[src/rtl/gf2_mul_pkg.sv]
// Shared constants and state encoding for the digit-serial
// GF(2) polynomial multiplier.
package gf2_mul_pkg;

    localparam int N    = 71;
    localparam int D    = 8;
    localparam int NDIG = (N + D - 1) / D;

    typedef enum logic [1:0] {
        IDLE = 2'd0,
        RUN  = 2'd1,
        DONE = 2'd2
    } state_t;

endpackage

[src/rtl/gf2_mul_71x8.sv]
// Combinational carry-less product of an N-bit operand and
// a D-bit digit; result is N+D-1 bits wide.
module gf2_mul_71x8 #(
    parameter int N = 71,
    parameter int D = 8
) (
    input  logic [N-1:0]   a,
    input  logic [D-1:0]   b,
    output logic [N+D-2:0] p
);

    logic [N+D-2:0] a_ext;

    assign a_ext = {{(D-1){1'b0}}, a};

    always_comb begin
        p = '0;
        for (int j = 0; j < D; j++) begin
            if (b[j]) begin
                p = p ^ (a_ext << j);
            end
        end
    end

endmodule

[src/rtl/gf2_mul_71bit_serial.sv]
// Digit-serial carry-less multiplier: B is consumed D bits per cycle,
// MSB digit first, accumulating Horner-style into a 2N-1 bit register.
module gf2_mul_71bit_serial
    import gf2_mul_pkg::*;
#(
    parameter int N = gf2_mul_pkg::N,
    parameter int D = gf2_mul_pkg::D
) (
    input  logic           clk,
    input  logic           rst_n,
    input  logic           in_valid,
    output logic           in_ready,
    input  logic [N-1:0]   a_in,
    input  logic [N-1:0]   b_in,
    output logic           out_valid,
    input  logic           out_ready,
    output logic [2*N-2:0] c_out,
    output logic           busy
);

    localparam int ND = (N + D - 1) / D;
    localparam int BW = ND * D;
    localparam int W  = 2 * N - 1;
    localparam int P  = N + D - 1;
    localparam int CW = (ND > 1) ? $clog2(ND) : 1;

    state_t        state;
    logic [N-1:0]  a_q;
    logic [BW-1:0] b_q;
    logic [W-1:0]  acc;
    logic [CW-1:0] cnt;

    logic [D-1:0]  digit;
    logic [P-1:0]  prod;
    logic [W-1:0]  prod_ext;
    logic [W-1:0]  acc_next;

    assign digit    = b_q[int'(cnt) * D +: D];
    assign prod_ext = {{(W - P){1'b0}}, prod};
    // Bits pushed past the top are always zero for a valid product.
    assign acc_next = (acc << D) ^ prod_ext;

    gf2_mul_71x8 #(
        .N (N),
        .D (D)
    ) u_digit_mul (
        .a (a_q),
        .b (digit),
        .p (prod)
    );

    assign in_ready = (state == IDLE);
    assign busy     = (state != IDLE);

    always_ff @(posedge clk or negedge rst_n) begin
        if (!rst_n) begin
            state     <= IDLE;
            a_q       <= '0;
            b_q       <= '0;
            acc       <= '0;
            cnt       <= '0;
            c_out     <= '0;
            out_valid <= 1'b0;
        end else begin
            unique case (state)
                IDLE: begin
                    if (in_valid) begin
                        a_q   <= a_in;
                        b_q   <= {{(BW - N){1'b0}}, b_in};
                        acc   <= '0;
                        cnt   <= CW'(ND - 1);
                        state <= RUN;
                    end
                end
                RUN: begin
                    acc <= acc_next;
                    if (cnt == '0) begin
                        c_out     <= acc_next;
                        out_valid <= 1'b1;
                        state     <= DONE;
                    end else begin
                        cnt <= cnt - 1'b1;
                    end
                end
                DONE: begin
                    if (out_ready) begin
                        out_valid <= 1'b0;
                        state     <= IDLE;
                    end
                end
                default: begin
                    state     <= IDLE;
                    out_valid <= 1'b0;
                end
            endcase
        end
    end

endmodule

[config.mk]
export PLATFORM = sky130hd
export DESIGN_NAME = gf2_mul_71bit_serial
export DESIGN_NICKNAME = d
export VERILOG_FILES = /design/src/rtl/gf2_mul_pkg.sv /design/src/rtl/gf2_mul_71x8.sv /design/src/rtl/gf2_mul_71bit_serial.sv
export SDC_FILE = /design/constraint.sdc
export NUM_CORES = 1
export LEC_CHECK = 0
export BUFFER_PORTS_ARGS = -buffer_cell sky130_fd_sc_hd__buf_2
export CORE_MARGIN = 2
export CORE_UTILIZATION = 45
export CTS_BUF_LIST = sky130_fd_sc_hd__clkbuf_8
export DETAILED_ROUTE_END_ITERATION = 12
export SKIP_LAST_GASP = 1
export SLEW_MARGIN = 10
export SYNTH_ARGS = -nofsm -noshare
export SYNTH_HDL_FRONTEND = slang
export SYNTH_HIERARCHICAL = 1
export SYNTH_SLANG_ARGS = --single-unit
[constraint.sdc]
create_clock -name clk -period 3.71 [get_ports clk]
set_clock_uncertainty 0.1 [all_clocks]
set_input_delay 0.1855 -clock clk [delete_from_list [all_inputs] [get_ports clk]]
set_output_delay 0.1855 -clock clk [all_outputs]
set_load 0.02 [all_outputs]
==> out/metrics.csv <==
metric;value;unit
I/O Buffers;289;
Max-Cap Viols;0;
top-count cell post-synth;nand2_1;
wire per inst;17.6;um
clk_lat worst skew;0.66;ns
Syn. warnings;6;
Synth Flop Type;dfrtp_1;
Netlist Area Pre-Place;24800;sq um
Die Y;239;um
Post-CTS Setup Repair Bufs;0;
Power Density;1140;nW/um^2
cell mode on critical path;xnor2_1;
final core utilization;53.2;%
unrepaired setup endpoints after global routing;false;
final HPWL from detailed placement;44700;um
die extent in x;239;um
root buf cell;clkbuf_8;
Synth cell types;37;
initial antenna violation count;1;
type of origin of the critical path;flop;
Reg2Reg Setup Slack;0.30;ns
Crit path required time;4.10;ns
fillers;4993;
min cycle time layout;3.41;ns
CP max FO;27;
synth cell count leaders;1,170 x nand2_1, 460 x xnor2_1, 423 x dfrtp_1, 133 x nand3_1, 100 x xor2_1;
main area contributors after synthesis;dfrtp_1 43%, nand2_1 18%, xnor2_1 16%, xor2_1 3.5%, buf_6 3.2%;
Final Hold Viols;0;
R2R Path End;acc[57]$_DFFE_PN0P_;
pre-CTS setup slack;0.151;ns
pins over their slew limit;0;
Vias;20000;
Remaining DRCs;0;
cell family with most CP delay;XOR/XNOR gates;
setup TNS;0;ns
die area;57000;sq um
pin count of the biggest net entering global routing;123;
crit path DAT;3.80;ns
type of the most critical hold path;in -> async;
Pleak;13.3;nW
# H-tree levels;3;
number of iterations in the first detailed-routing pass;5;
CP endpoint kind;flop;
largest area contributor in the netlist;dfrtp_1;
Buf/Inv on CP;1;
Syn-to-layout area delta;17.5;%
Seq cells post-synth;423;
CP max-delay cell;dfrtp_2;
Final setup viols;0;
nets@finish;3298;
register area;10600;sq um
vias in the first global route;20200;
top cell type's share of synthesized area;42.7;%
post-synth net total;2984;
Largest stage delay, worst path;0.56;ns
CTS tree;built;
starting density of the core;45.2;%
Post-synth EDFFs;0;
Detailed Route Iter0 Violations;1595;
Detailed Route WL;68700;um
Seq/Total Area, Yosys;42.7;%
Peak supply drop;0.800;mV
deepest clock path buffer count;3;
Syn Area/Cell;8.73;sq um
placer congestion estimate;0.836;
fraction of registers with async set/reset;100;%
R2R Path Start;cnt[0]$_DFFE_PN0P_;
Crit Path Class;reg -> reg;
clock sinks;423;
routed vias/inst;5.12;
gr usage total;24.2;%
layout cell share with drive strength beyond 1;17.5;%
Clk pin slew, worst setup/hold paths;0.06;ns
f_max;0.293;GHz
grt total ovfl;0;
worst reg-to-reg path cell count;10;
Rows;86;
fin worst setup slack;0.300;ns
cts bufs inserted;75;
CORE AREA;54800;sq um
I/O pins;290;
antenna-violating nets left;0;
Worst-Margin Slew;0.939;ns
CP cell instances;or3_1 > nor2_1 > a221o_2 > buf_4 > nand2_1 > xnor2_1 > xnor2_1 > xnor2_1 > xnor2_1 > o21ai_0;
outcome;finished clean;
Max-slew headroom;37.4;%
first-pass GRT wire length;110000;um
Final period util;91.9;%
area of the multi-input gates;12600;sq um
Cells after Synth;2837;
==> kinds of logic after synthesis <==
kind of cell / after synthesis / synth area share, %
buf+inv: 248 / 6.79
xor+xnor: 560 / 19.8
simple gates: 1326 / 21.0
mux: 120 / 6.22
flops: 423 / 42.7
fa+ha+maj: 1 / 0.0505
compound gates: 159 / 3.43
==> worst register-to-register path, cell delays in order, from the launching register on <==
cell,delay [ns]
dfrtp_2,0.56
or3_1,0.43
nor2_1,0.36
a221o_2,0.29
buf_4,0.32
nand2_1,0.14
xnor2_1,0.20
xnor2_1,0.18
xnor2_1,0.11
xnor2_1,0.44
o21ai_0,0.13
==> per-stage QoR <==
stage	power [mW]	std cells	hold slack (ns)	area, sq um
detailed placement	28.8	3634	0.249	26200
CTS	33.5	3905	0.0473	29100
global placement	28.4	3634	0.238	26200
global route	35.7	3905	0.0882	29100
floorplan	23.8	2837	-0.210	24800
finish	33.3	3906	0.0957	29100
==> routing by layer <==
| layer | track usage, % | routed length, um | vias to the layer above |
|---|---|---|---|
| li1 | - | - | 9477 |
| met1 | 32.6 | 30000 | 9719 |
| met2 | 40.2 | 33100 | 673 |
| met3 | 3.90 | 4030 | 114 |
| met4 | 7.44 | 1540 | 2 |
| met5 | 0 | 13 | - |
==> what timing repair did <==
item,4_1_cts,5_1_grt
endpoints found under the hold margin,245,0
gates resized for setup,0,1
endpoints found under the setup margin,0,5
hold buffers,144,0
==> layout make-up <==
| class | count | area share [%] |
|---|---|---|
| inverter | 5 | 0.0644 |
| clock inverter | 36 | 0.915 |
| tap | 704 | 3.02 |
| antenna | 1 | 0.00859 |
| timing repair buffer | 480 | 12.2 |
| sequential | 423 | 36.3 |
| multi-input combinational | 2166 | 43.2 |
| clock buffer | 91 | 4.30 |
==> worst max path at each step <==
stage	slack (ns)	cells past startpoint	endpoint	startpoint
2_1_floorplan	0.84	12	c_out[22]$_DFFE_PN0P_	cnt[0]$_DFFE_PN0P_
3_3_place_gp	0.20	9	acc[57]$_DFFE_PN0P_	cnt[0]$_DFFE_PN0P_
3_5_place_dp	0.15	10	acc[57]$_DFFE_PN0P_	cnt[0]$_DFFE_PN0P_
4_1_cts	0.15	10	acc[57]$_DFFE_PN0P_	cnt[0]$_DFFE_PN0P_
5_1_grt	0.11	10	acc[57]$_DFFE_PN0P_	cnt[0]$_DFFE_PN0P_
6_report	0.30	10	acc[57]$_DFFE_PN0P_	cnt[0]$_DFFE_PN0P_
==> report_power, final <==
group          internal [mW]  total, mW  switching, mW  leakage, nW
clock network           2.43       4.43           2.00        0.858
registers               6.83       9.32           2.49         5.31
logic                   8.26       19.5           11.2         7.09
==> cell usage in the layout, fill, tap and decap left out, types with 25 or more instances in the layout <==
cell type / netlist / routed
xnor2_1: 460 / 460
clkbuf_8: 0 / 91
mux2_4: 29 / 29
mux2_2: 59 / 59
buf_2: 94 / 288
o21ai_0: 48 / 48
inv_1: 5 / 25
dfrtp_1: 423 / 422
dlygate4sd3_1: 0 / 144
nand2_1: 1170 / 1170
nand3_1: 133 / 133
a21oi_1: 93 / 92
xor2_1: 100 / 100
==> state kept, by name, summed over array words and instances, names as in the netlist <==
register and cells:
state 2, c_out 141, a_q 71, out_valid 1, acc 133, cnt 4
b_q 71
Power figures use the tool's default switching activity.
